--- config.mk ---
export PLATFORM = sky130hd
export DESIGN_NAME = xor_popcount_seq
export DESIGN_NICKNAME = d
export VERILOG_FILES = /design/src/rtl/xor_popcount_pkg.sv /design/src/rtl/xor_popcount_seq_popcnt_chunk.sv /design/src/rtl/xor_popcount_seq.sv
export SDC_FILE = /design/constraint.sdc
export NUM_CORES = 1
export LEC_CHECK = 0
export CAP_MARGIN = 10
export CORE_UTILIZATION = 45
export CTS_BUF_LIST = sky130_fd_sc_hd__clkbuf_8 sky130_fd_sc_hd__clkbuf_16
export CTS_CLUSTER_DIAMETER = 150
export DETAILED_ROUTE_END_ITERATION = 10
export DONT_BUFFER_PORTS = 1
export PLACE_DENSITY_LB_ADDON = 0.1
export SLEW_MARGIN = 20
export SYNTH_ARGS = -nofsm -noshare
export SYNTH_HDL_FRONTEND = slang
export SYNTH_SLANG_ARGS = --single-unit
--- constraint.sdc ---
create_clock -name clk -period 2.7 [get_ports clk]
set_input_delay 0.27 -clock clk [delete_from_list [all_inputs] [get_ports clk]]
set_output_delay 0.27 -clock clk [all_outputs]
set_load 0.02 [all_outputs]
--- src/rtl/xor_popcount_pkg.sv ---
`default_nettype none
// +-----------------------------------------------------------------------+
// | xor_popcount_pkg                                                      |
// | Shared state encoding and default sizing for the serial popcount.     |
// | Revision: 1.0                                                         |
// +-----------------------------------------------------------------------+
package xor_popcount_pkg;

  localparam int DEF_WIDTH          = 32;
  localparam int DEF_BITS_PER_CYCLE = 4;
  localparam int DEF_CNT_W          = $clog2(DEF_WIDTH + 1);

  typedef enum logic [1:0] {
    ST_IDLE  = 2'd0,
    ST_SHIFT = 2'd1,
    ST_DONE  = 2'd2
  } state_t;

endpackage : xor_popcount_pkg
`default_nettype wire

--- src/rtl/xor_popcount_seq_popcnt_chunk.sv ---
`default_nettype none
// +-----------------------------------------------------------------------+
// | popcnt_chunk                                                          |
// | Combinational population count of an N-bit slice.                     |
// | Revision: 1.0                                                         |
// +-----------------------------------------------------------------------+
module popcnt_chunk #(
  parameter int N = 4
) (
  input  logic [N-1:0]             data_i,
  output logic [$clog2(N+1)-1:0]   count_o
);

  localparam int OW = $clog2(N + 1);

  always_comb begin
    count_o = '0;
    for (int i = 0; i < N; i++) begin
      count_o = count_o + OW'(data_i[i]);
    end
  end

endmodule : popcnt_chunk
`default_nettype wire

--- src/rtl/xor_popcount_seq.sv ---
`default_nettype none
// +-----------------------------------------------------------------------+
// | xor_popcount_seq                                                      |
// | Serial Hamming weight / parity / zero detect of the XOR result bus.   |
// | Optional: XOR_POPCOUNT_EARLY_EXIT_EN ends SHIFT once no ones remain.  |
// | Revision: 1.0                                                         |
// +-----------------------------------------------------------------------+
module xor_popcount_seq
  import xor_popcount_pkg::*;
#(
  parameter int WIDTH          = DEF_WIDTH,
  parameter int BITS_PER_CYCLE = DEF_BITS_PER_CYCLE,
  parameter int CNT_W          = $clog2(WIDTH + 1)
) (
  input  logic             clk,
  input  logic             rst,
  input  logic             start,
  input  logic [WIDTH-1:0] xor_res,
  output logic             busy,
  output logic             done,
  output logic [CNT_W-1:0] count,
  output logic             parity,
  output logic             zero
);

  localparam int NCHUNK = WIDTH / BITS_PER_CYCLE;
  localparam int CHW    = (NCHUNK > 1) ? $clog2(NCHUNK) : 1;
  localparam int PCW    = $clog2(BITS_PER_CYCLE + 1);

  state_t             state_q, state_d;
  logic [WIDTH-1:0]   sr_q, sr_d;
  logic [CNT_W-1:0]   acc_q, acc_d;
  logic [CHW-1:0]     chunk_q, chunk_d;
  logic [CNT_W-1:0]   count_q, count_d;
  logic               parity_q, parity_d;
  logic               zero_q, zero_d;

  logic [PCW-1:0]     w_pc;
  logic [CNT_W-1:0]   w_sum;
  logic [WIDTH-1:0]   w_sr_shift;
  logic               w_last;
  logic               w_exit;

  popcnt_chunk #(.N(BITS_PER_CYCLE)) u_popcnt_chunk (
    .data_i  (sr_q[BITS_PER_CYCLE-1:0]),
    .count_o (w_pc)
  );

  assign w_sum      = acc_q + CNT_W'(w_pc);
  assign w_sr_shift = sr_q >> BITS_PER_CYCLE;
  assign w_last     = (chunk_q == CHW'(NCHUNK - 1));

`ifdef XOR_POPCOUNT_EARLY_EXIT_EN
  // Remaining bits all zero: the running sum is already final.
  assign w_exit = w_last | (w_sr_shift == '0);
`else
  assign w_exit = w_last;
`endif

  always_comb begin
    state_d  = state_q;
    sr_d     = sr_q;
    acc_d    = acc_q;
    chunk_d  = chunk_q;
    count_d  = count_q;
    parity_d = parity_q;
    zero_d   = zero_q;
    unique case (state_q)
      ST_IDLE, ST_DONE: begin
        if (start) begin
          sr_d    = xor_res;
          acc_d   = '0;
          chunk_d = '0;
          state_d = ST_SHIFT;
        end else begin
          state_d = ST_IDLE;
        end
      end
      ST_SHIFT: begin
        acc_d   = w_sum;
        sr_d    = w_sr_shift;
        chunk_d = chunk_q + CHW'(1);
        if (w_exit) begin
          state_d  = ST_DONE;
          count_d  = w_sum;
          parity_d = w_sum[0];
          zero_d   = (w_sum == '0);
        end
      end
      default: state_d = ST_IDLE;
    endcase
  end

  always_ff @(posedge clk) begin
    if (rst) begin
      state_q  <= ST_IDLE;
      sr_q     <= '0;
      acc_q    <= '0;
      chunk_q  <= '0;
      count_q  <= '0;
      parity_q <= 1'b0;
      zero_q   <= 1'b1;
    end else begin
      state_q  <= state_d;
      sr_q     <= sr_d;
      acc_q    <= acc_d;
      chunk_q  <= chunk_d;
      count_q  <= count_d;
      parity_q <= parity_d;
      zero_q   <= zero_d;
    end
  end

  assign busy   = (state_q == ST_SHIFT);
  assign done   = (state_q == ST_DONE);
  assign count  = count_q;
  assign parity = parity_q;
  assign zero   = zero_q;

endmodule : xor_popcount_seq
`default_nettype wire
==> results.json <==
{
  "layout_setup_ws_ps": 125,
  "final_util": 0.500,
  "grt_pass1_vias": 1468,
  "drtPass1Iterations": 4,
  "arrival_ps": 2820,
  "slew_headroom": 0.617,
  "dp_hpwl_mm": 2.83,
  "place_congestion": 0.807,
  "run_status": "completed",
  "slowest_stage": "fa_1",
  "avgRoutedWirePerCell_microns": 14.9,
  "root_buffer": "clkbuf_8",
  "tightestPinTransition_ps": 575,
  "fillers": 488,
  "hold_class": "in -> reg",
  "p_leak_nw": 0.975,
  "grt_overflow_total": 0,
  "power_density_nw_per_um2": 660,
  "numCtsBuffers": 5,
  "crit_fanout": 3,
  "synth_cell_types": 36,
  "min_period_ps": 2570,
  "cp_data_required_time_ps": 2950,
  "finalCritPeriodShare": 0.954,
  "drc": 0,
  "ir_worst_vdd_uv": 281,
  "ys_seq_elements": 50,
  "critical_path_buf_inv_count": 2,
  "insertion_delay_ps": 300,
  "core-area_sq_um": 4790,
  "die_y_microns": 73,
  "grt_pass1_wl_mm": 7.20,
  "via_count": 1619,
  "max_freq_ghz": 0.388,
  "ys_seq_area_frac": 0.441,
  "netlist_instances": 243,
  "seqCellArea_sq_um": 1000,
  "holdBufCountCts": 0,
  "pin_count": 45,
  "via_per_inst": 5.43,
  "syn-num-nets": 287,
  "crit_chain": "ha_1 > inv_1 > fa_1 > inv_1 > ha_1 > fa_1 > a21o_1 > a32oi_2 > o211a_1 > a31o_2",
  "crit_type": "reg -> reg",
  "multi_input_area_sq_um": 1140,
  "syn_to_final_growth_pct": 5.46,
  "cp_top_family": "adder cells",
  "hold_slack_ps": 27.1,
  "drt-initial-drc-count": 90,
  "routed_wl_mm": 4.43,
  "grtUsageTotal": 0.175,
  "drive_above_1_share": 0.0693,
  "skew_ps": 5.40,
  "die-area_sq_um": 5330,
  "initial_core_util": 0.474,
  "crit_path_end_kind": "flop",
  "row_count": 25,
  "cts_tree": "yes",
  "post-place-ws_ps": 117,
  "rsz0062_at_grt": "no",
  "syn_area_sq_um": 2270,
  "yosys_warnings": 0,
  "start_kind": "flop",
  "htreeDepth": 2,
  "setup_tns_ps": 0,
  "ant_nets": 0,
  "cts_buffer_depth": 2,
  "antenna_cells": 0,
  "hold_viol": 0,
  "numPortBuffers": 0,
  "syn_area_per_cell_sq_um": 9.34,
  "antenna_found_initial": 0,
  "clk_pin_slew_ps": 90,
  "grt_max_degree": 61,
  "drv_cap": 0,
  "cts.sinks": 50,
  "setup_viol": 0,
  "mostFrequentLayoutCells": "50 x nor2_1, 50 x dfxtp_1, 30 x a211oi_1",
  "maxSlewViolCount": 0,
  "die_w_microns": 73,
  "fin_nets": 275,
  "critical-path-max-stage-delay_ps": 480
}
[worst paths after layout]
kind	from	end	slack [ps]	cells after the start
worst max-delay path	sr_q[0]	zero	130	10
worst min register to register	sr_q[11]	sr_q[7]	500	2
worst max register to register	sr_q[0]	zero	130	10
worst min-delay path	rst	sr_q[18]	30	1
[what timing repair did]
| action | CTS | global route |
|---|---|---|
| endpoints found under the hold margin | 0 | 0 |
| setup buffers | 0 | 0 |
| resized for setup | 0 | 1 |
| setup endpoints to repair | 0 | 2 |
[synthesized netlist by cell type]
master | n | area, sq um
and2_1 | 1 | 6.26
a211oi_1 | 30 | 225
o211a_1 | 1 | 10.0
nand3b_1 | 1 | 7.51
a2bb2oi_1 | 1 | 8.76
and3b_1 | 1 | 8.76
nor2_1 | 50 | 188
buf_2 | 4 | 20.0
nand2b_1 | 1 | 6.26
nand3_1 | 2 | 10.0
fa_1 | 2 | 40.0
buf_8 | 1 | 15.0
xor2_1 | 1 | 8.76
clkbuf_1 | 10 | 37.5
inv_1 | 5 | 18.8
a22oi_1 | 9 | 67.6
a32oi_1 | 1 | 8.76
buf_1 | 1 | 3.75
nor2b_1 | 3 | 18.8
mux2i_1 | 26 | 260
nor2_2 | 1 | 6.26
nand2_1 | 8 | 30.0
a21oi_1 | 7 | 35.0
clkinv_2 | 1 | 5.00
dfxtp_1 | 50 | 1000
ha_1 | 7 | 87.6
buf_4 | 4 | 30.0
a21boi_0 | 1 | 7.51
xnor2_1 | 1 | 8.76
buf_6 | 1 | 11.3
nor3_1 | 4 | 20.0
a21o_1 | 2 | 15.0
or3_1 | 2 | 12.5
nand2_4 | 1 | 11.3
o32ai_1 | 1 | 8.76
a31o_2 | 1 | 8.76
[final cells by class]
cell class | count | share of cell area
Multi-Input combinational cell | 166 | 0.478
Sequential cell | 50 | 0.418
Tap cell | 67 | 0.0350
Clock buffer | 6 | 0.0345
Clock inverter | 1 | 0.0126
Timing Repair Buffer | 2 | 0.0115
Inverter | 6 | 0.00994
[power by group]
group          switching, W  internal, W
clock              0.000241     0.000297
sequential        0.0000276     0.000789
combinational      0.000124     0.000100
total              0.000392      0.00119
[worst reg2reg max path: stages, from the launching register on]
cell and delay, ps:
dfxtp_1 320, ha_1 270, inv_1 40, fa_1 480
inv_1 50, ha_1 190, fa_1 420, a21o_1 210
a32oi_2 210, o211a_1 180, a31o_2 150
[per-layer routing]
layer	global-route usage	up-vias	routed length [microns]
li1	-	834	-
met1	0.249	748	2260
met2	0.241	31	1830
met3	0.0622	6	283
met4	0.0654	0	63
met5	0	-	0
[flip-flops by register name, summed over array words and instances (netlist names)]
register  cells
chunk_q       3
acc_q         6
state_q       2
zero          1
count         6
sr_q         32
[through the flow]
stage,cell area [sq um],std cells,power (W)
after global routing,2390,298,0.00166
after global placement,2270,291,0.00106
after CTS,2380,298,0.00160
after detailed placement,2270,291,0.00106
after floorplan,2270,243,0.00103
final,2390,298,0.00158
[cells by family after synthesis]
logic type / share of synthesized area
compound gates: 0.174
buf+inv: 0.0623
simple gates: 0.143
mux: 0.115
xor+xnor: 0.00772
flops: 0.441
fa+ha+maj: 0.0563
Note: power is estimated with default switching activity, not from simulation.
==> patch 1, RTL diff (same settings) <==
Change the package constant `DEF_WIDTH` from 32 to 64.
--- a/src/rtl/xor_popcount_pkg.sv
+++ b/src/rtl/xor_popcount_pkg.sv
@@ -8,3 +8,3 @@
 
-  localparam int DEF_WIDTH          = 32;
+  localparam int DEF_WIDTH          = 64;
   localparam int DEF_BITS_PER_CYCLE = 4;
Ports: changed (resized count and xor_res); port bits go from 45 to 78. No check against the original RTL was run, so the function may have changed too.
==> patch 1 against the unedited design <==
  * Count of clock-buffer cells in the layout is 4 higher
  * Cell area increased by 63%
  * Setup slack lost 0.092 ns
  * Total power is 67% higher
  * Routed wire length up 82%
  * Fmax down 3.4%
  * Non-clock buffer count increased by 11
  * Sequential cell count is 35 higher
  * Area after synthesis up 55%
  * Clock skew up 0.0047 ns
  * Combinational power grew 35%
  * Highest routed layer unchanged
==> patch 1: results (changes against the unedited design) <==
status - complete, no violations (unchanged)
CTS H-tree lvls - 3 (was 2)
DP Wirelength - 4809 um (was 2829 um)
share of layout cells above drive strength 1 - 0.1017 (was 0.06926)
Synth Area in Compound Gates - 0.2783 (was 0.1743)
pin count of the biggest net entering global routing - 78 (was 61)
routed wl met2 - 3696 um (was 1827 um)
main area contributors after synthesis - dfxtp_1 (48%), a22oi_1 (15%), a21oi_1 (10%) (was dfxtp_1 (44%), mux2i_1 (11%), a211oi_1 (9.9%))
Place WS - -0.02035 ns (was 0.1165 ns)
CTS Hold Bufs - 2 (was 0)
Worst IR Drop VDD - 0.4492 mV (was 0.2805 mV)
GR Util met2 - 0.3130 (was 0.2407)
routability congestion estimate - 0.8127 (was 0.8071)
DR iter-0 viols - 155 (was 90)
routed vias - 2873 (was 1619)
Post-Synth Adder-Cell Area - 0.03274 (was 0.05626)
Slew headroom - 0.6891 (was 0.6168)
met3 wire len - 506 um (was 283 um)
Avg WL per Cell - 16.03 um (was 14.87 um)
most frequent cells after synthesis - dfxtp_1 (85), a21oi_1 (72), a22oi_1 (68) (was dfxtp_1 (50), nor2_1 (50), a211oi_1 (30))
Post-Route WL - 8046 um (was 4432 um)
insertion delay to the later sink of the worst-skew pair - 0.34 ns (was 0.30 ns)
first-pass GRT wire length - 13230 um (was 7196 um)
# resized after CTS - 2 (was 0)
Post-Place Cells - 482 (was 291)
Clk. pwr - 0.000967 W (was 0.000537 W)
NumNets Final - 474 (was 275)
Switch Pwr - 0.0006565 W (was 0.0003920 W)
GR Util met3 - 0.06313 (was 0.06215)
Comb group - 0.000303 W (was 0.000224 W)
Leak Pwr - 1.388 nW (was 0.9746 nW)
DRT Pass-1 Iters - 5 (was 4)
M1 WL - 3752 um (was 2258 um)
Max Clock Skew - 0.01008 ns (was 0.005398 ns)
Crit Path Max Fanout - 4 (was 3)
Num CTS Buffers - 9 (was 5)
post-synthesis xor/xnor area fraction - 0.002491 (was 0.007722)
==> patch 1: cell count changes after synthesis, moves of 25 or more <==
cell	change
a211oi_1	-28
a21oi_1	+65
a22oi_1	+59
dfxtp_1	+35
mux2i_1	-25
nand2_1	+59
nor2_1	-26
==> patch 1: layout make-up <==
type | instances | area, um^2
sequential | 85 | 1704
multi-input combinational | 281 | 1680
fill | 730 | 3517
timing repair buffer | 13 | 135.1
tap | 99 | 123.9
clock inverter | 5 | 76.32
clock buffer | 10 | 137.6
inverter | 9 | 33.78
==> patch 1: worst paths after layout <==
path	end	slack, ns	startpoint	depth (start not counted)
max	zero$_SDFFE_PP1P_	0.03	sr_q[1]$_SDFFE_PP0P_	10
min	zero$_SDFFE_PP1P_	0.03	rst	2
max reg2reg	zero$_SDFFE_PP1P_	0.03	sr_q[1]$_SDFFE_PP0P_	10
min reg2reg	sr_q[3]$_SDFFE_PP0P_	0.46	sr_q[3]$_SDFFE_PP0P_	2
==> patch 2, RTL diff (same settings) <==
Without the edit above. Encoding of `state_t`: now one-hot (3 bits for 3 states).
--- a/src/rtl/xor_popcount_pkg.sv
+++ b/src/rtl/xor_popcount_pkg.sv
@@ -12,6 +12,6 @@
 
-  typedef enum logic [1:0] {
-    ST_IDLE  = 2'd0,
-    ST_SHIFT = 2'd1,
-    ST_DONE  = 2'd2
+  typedef enum logic [2:0] {
+    ST_IDLE  = 3'b001,
+    ST_SHIFT = 3'b010,
+    ST_DONE  = 3'b100
   } state_t;
Check against the original RTL: no difference found for any inputs over 10 cycles, from zero or initial values and one cycle with rst high; not proved beyond that.
==> patch 2 against the unedited design <==
  * Total power down 3.8%
  * Non-clock buffer count up 1
  * Sequential cell count up 1
  * Fmax up 3.0%
  * Cell count down 2.7%
  * Sequential power up 1%
  * Area after synthesis down 4.1%
  * Cell area down 5.2%
  * Clock power down 5.8%
  * Routed wire length down 2.4%
  * Setup slack better by 0.076 ns
  * Clock skew down 0.00075 ns
  * Critical path type unchanged
  * Highest routed layer unchanged
==> patch 2: results (changes against the unedited design) <==
DR vias/cell - 5.772 (was 5.433)
worst reg-to-reg setup slack - 0.20 ns (was 0.13 ns)
share of layout cells above drive strength 1 - 0.07143 (was 0.06926)
status - complete, no violations (unchanged)
Leak Pwr - 0.8860 nW (was 0.9746 nW)
post-synthesis xor/xnor area fraction - 0.01208 (was 0.007722)
DRT Pass-1 Iters - 6 (was 4)
DP Area - 2148 um^2 (was 2272 um^2)
Worst IR Drop VDD - 0.3892 mV (was 0.2805 mV)
most frequent cells after synthesis - dfxtp_1 (51), nor2_1 (35), nor3_1 (33) (was dfxtp_1 (50), nor2_1 (50), a211oi_1 (30))
Comb power frac - 0.120 (was 0.142)
M1 WL - 2093 um (was 2258 um)
switching share of power - 0.2429 (was 0.2484)
GR Util met3 - 0.05204 (was 0.06215)
largest family of logic cells by synthesized area - simple AND/OR/NAND/NOR gates (was compound AO/OA/AOI/OAI gates)
Seq/Total Area, Yosys - 0.4692 (was 0.4413)
Synth cell types - 39 (was 36)
Layout Cells excl Fill - 290 (was 298)
GR Util met2 - 0.2974 (was 0.2407)
Place WS - 0.1116 ns (was 0.1165 ns)
routed wl met2 - 1942 um (was 1827 um)
syn_area_per_cell - 8.703 um^2 (was 9.335 um^2)
Setup WS post-layout - 0.2010 ns (was 0.1254 ns)
first-pass GRT wire length - 7389 um (was 7196 um)
DR iter-0 viols - 67 (was 90)
fillers - 429 (was 488)
met3 wire len - 240 um (was 283 um)
gr usage total - 0.1851 (was 0.1751)
met1 Usage GRT - 0.2373 (was 0.2487)
Post-Place Cells - 283 (was 291)
Max Clock Skew - 0.004651 ns (was 0.005398 ns)
Clk. pwr - 0.000506 W (was 0.000537 W)
main area contributors after synthesis - dfxtp_1 (47%), o22ai_1 (8.1%), nor3_1 (7.6%) (was dfxtp_1 (44%), mux2i_1 (11%), a211oi_1 (9.9%))
DP Wirelength - 2752 um (was 2829 um)
pin count of the biggest net entering global routing - 52 (was 61)
-- patch 2: cell types whose count changed after synthesis, moves of 2 or more --
cell      before  now
nor3_1         4   33
a211oi_1      30    2
o22ai_1        0   28
mux2i_1       26    3
nor2_1        50   35
a22oi_1        9    0
nand3_1        2    9
a21oi_1        7   13
buf_2          4    8
nand2_1        8   12
clkbuf_1      10    8
nand2b_1       1    3
nor2b_1        3    1
nor3b_1        0    2
-- patch 2: cells by family after synthesis --
logic type                 after synthesis
buffers and inverters                   28
and+or+nand+nor                        103
xor gates and xnor gates                 3
muxes                                    4
adders and majority gates                9
DFF                                     51
AOI/OAI and AO/OA                       52
-- patch 2: final cells by class --
| cell class | count | area [um^2] | area share |
|---|---|---|---|
| flip-flops and latches | 51 | 1021 | 0.4501 |
| multi-input cells | 171 | 1030 | 0.4539 |
| clock inverters | 2 | 33.78 | 0.01489 |
| repair buffers | 3 | 22.52 | 0.009928 |
| inverters | 6 | 27.53 | 0.01213 |
| clock buffers | 5 | 68.82 | 0.03034 |
| well taps | 52 | 65.06 | 0.02868 |
-- patch 2: worst max path at each step --
stage	start	end	slack (ns)
final	sr_q[0]$_SDFFE_PP0P_	zero$_SDFFE_PP1P_	0.20
after global routing	sr_q[0]$_SDFFE_PP0P_	acc_q[3]$_SDFFE_PP0P_	0.04
after CTS	sr_q[0]$_SDFFE_PP0P_	zero$_SDFFE_PP1P_	0.1
after detailed placement	sr_q[0]$_SDFFE_PP0P_	zero$_SDFFE_PP1P_	0.11
after global placement	sr_q[0]$_SDFFE_PP0P_	zero$_SDFFE_PP1P_	0.16
after floorplan	sr_q[0]$_SDFFE_PP0P_	zero$_SDFFE_PP1P_	0.26
-- patch 2: timing repair --
item	in CTS	in global routing
setup endpoints to repair	0	1
gates resized for setup	0	3
buffers inserted	0	0
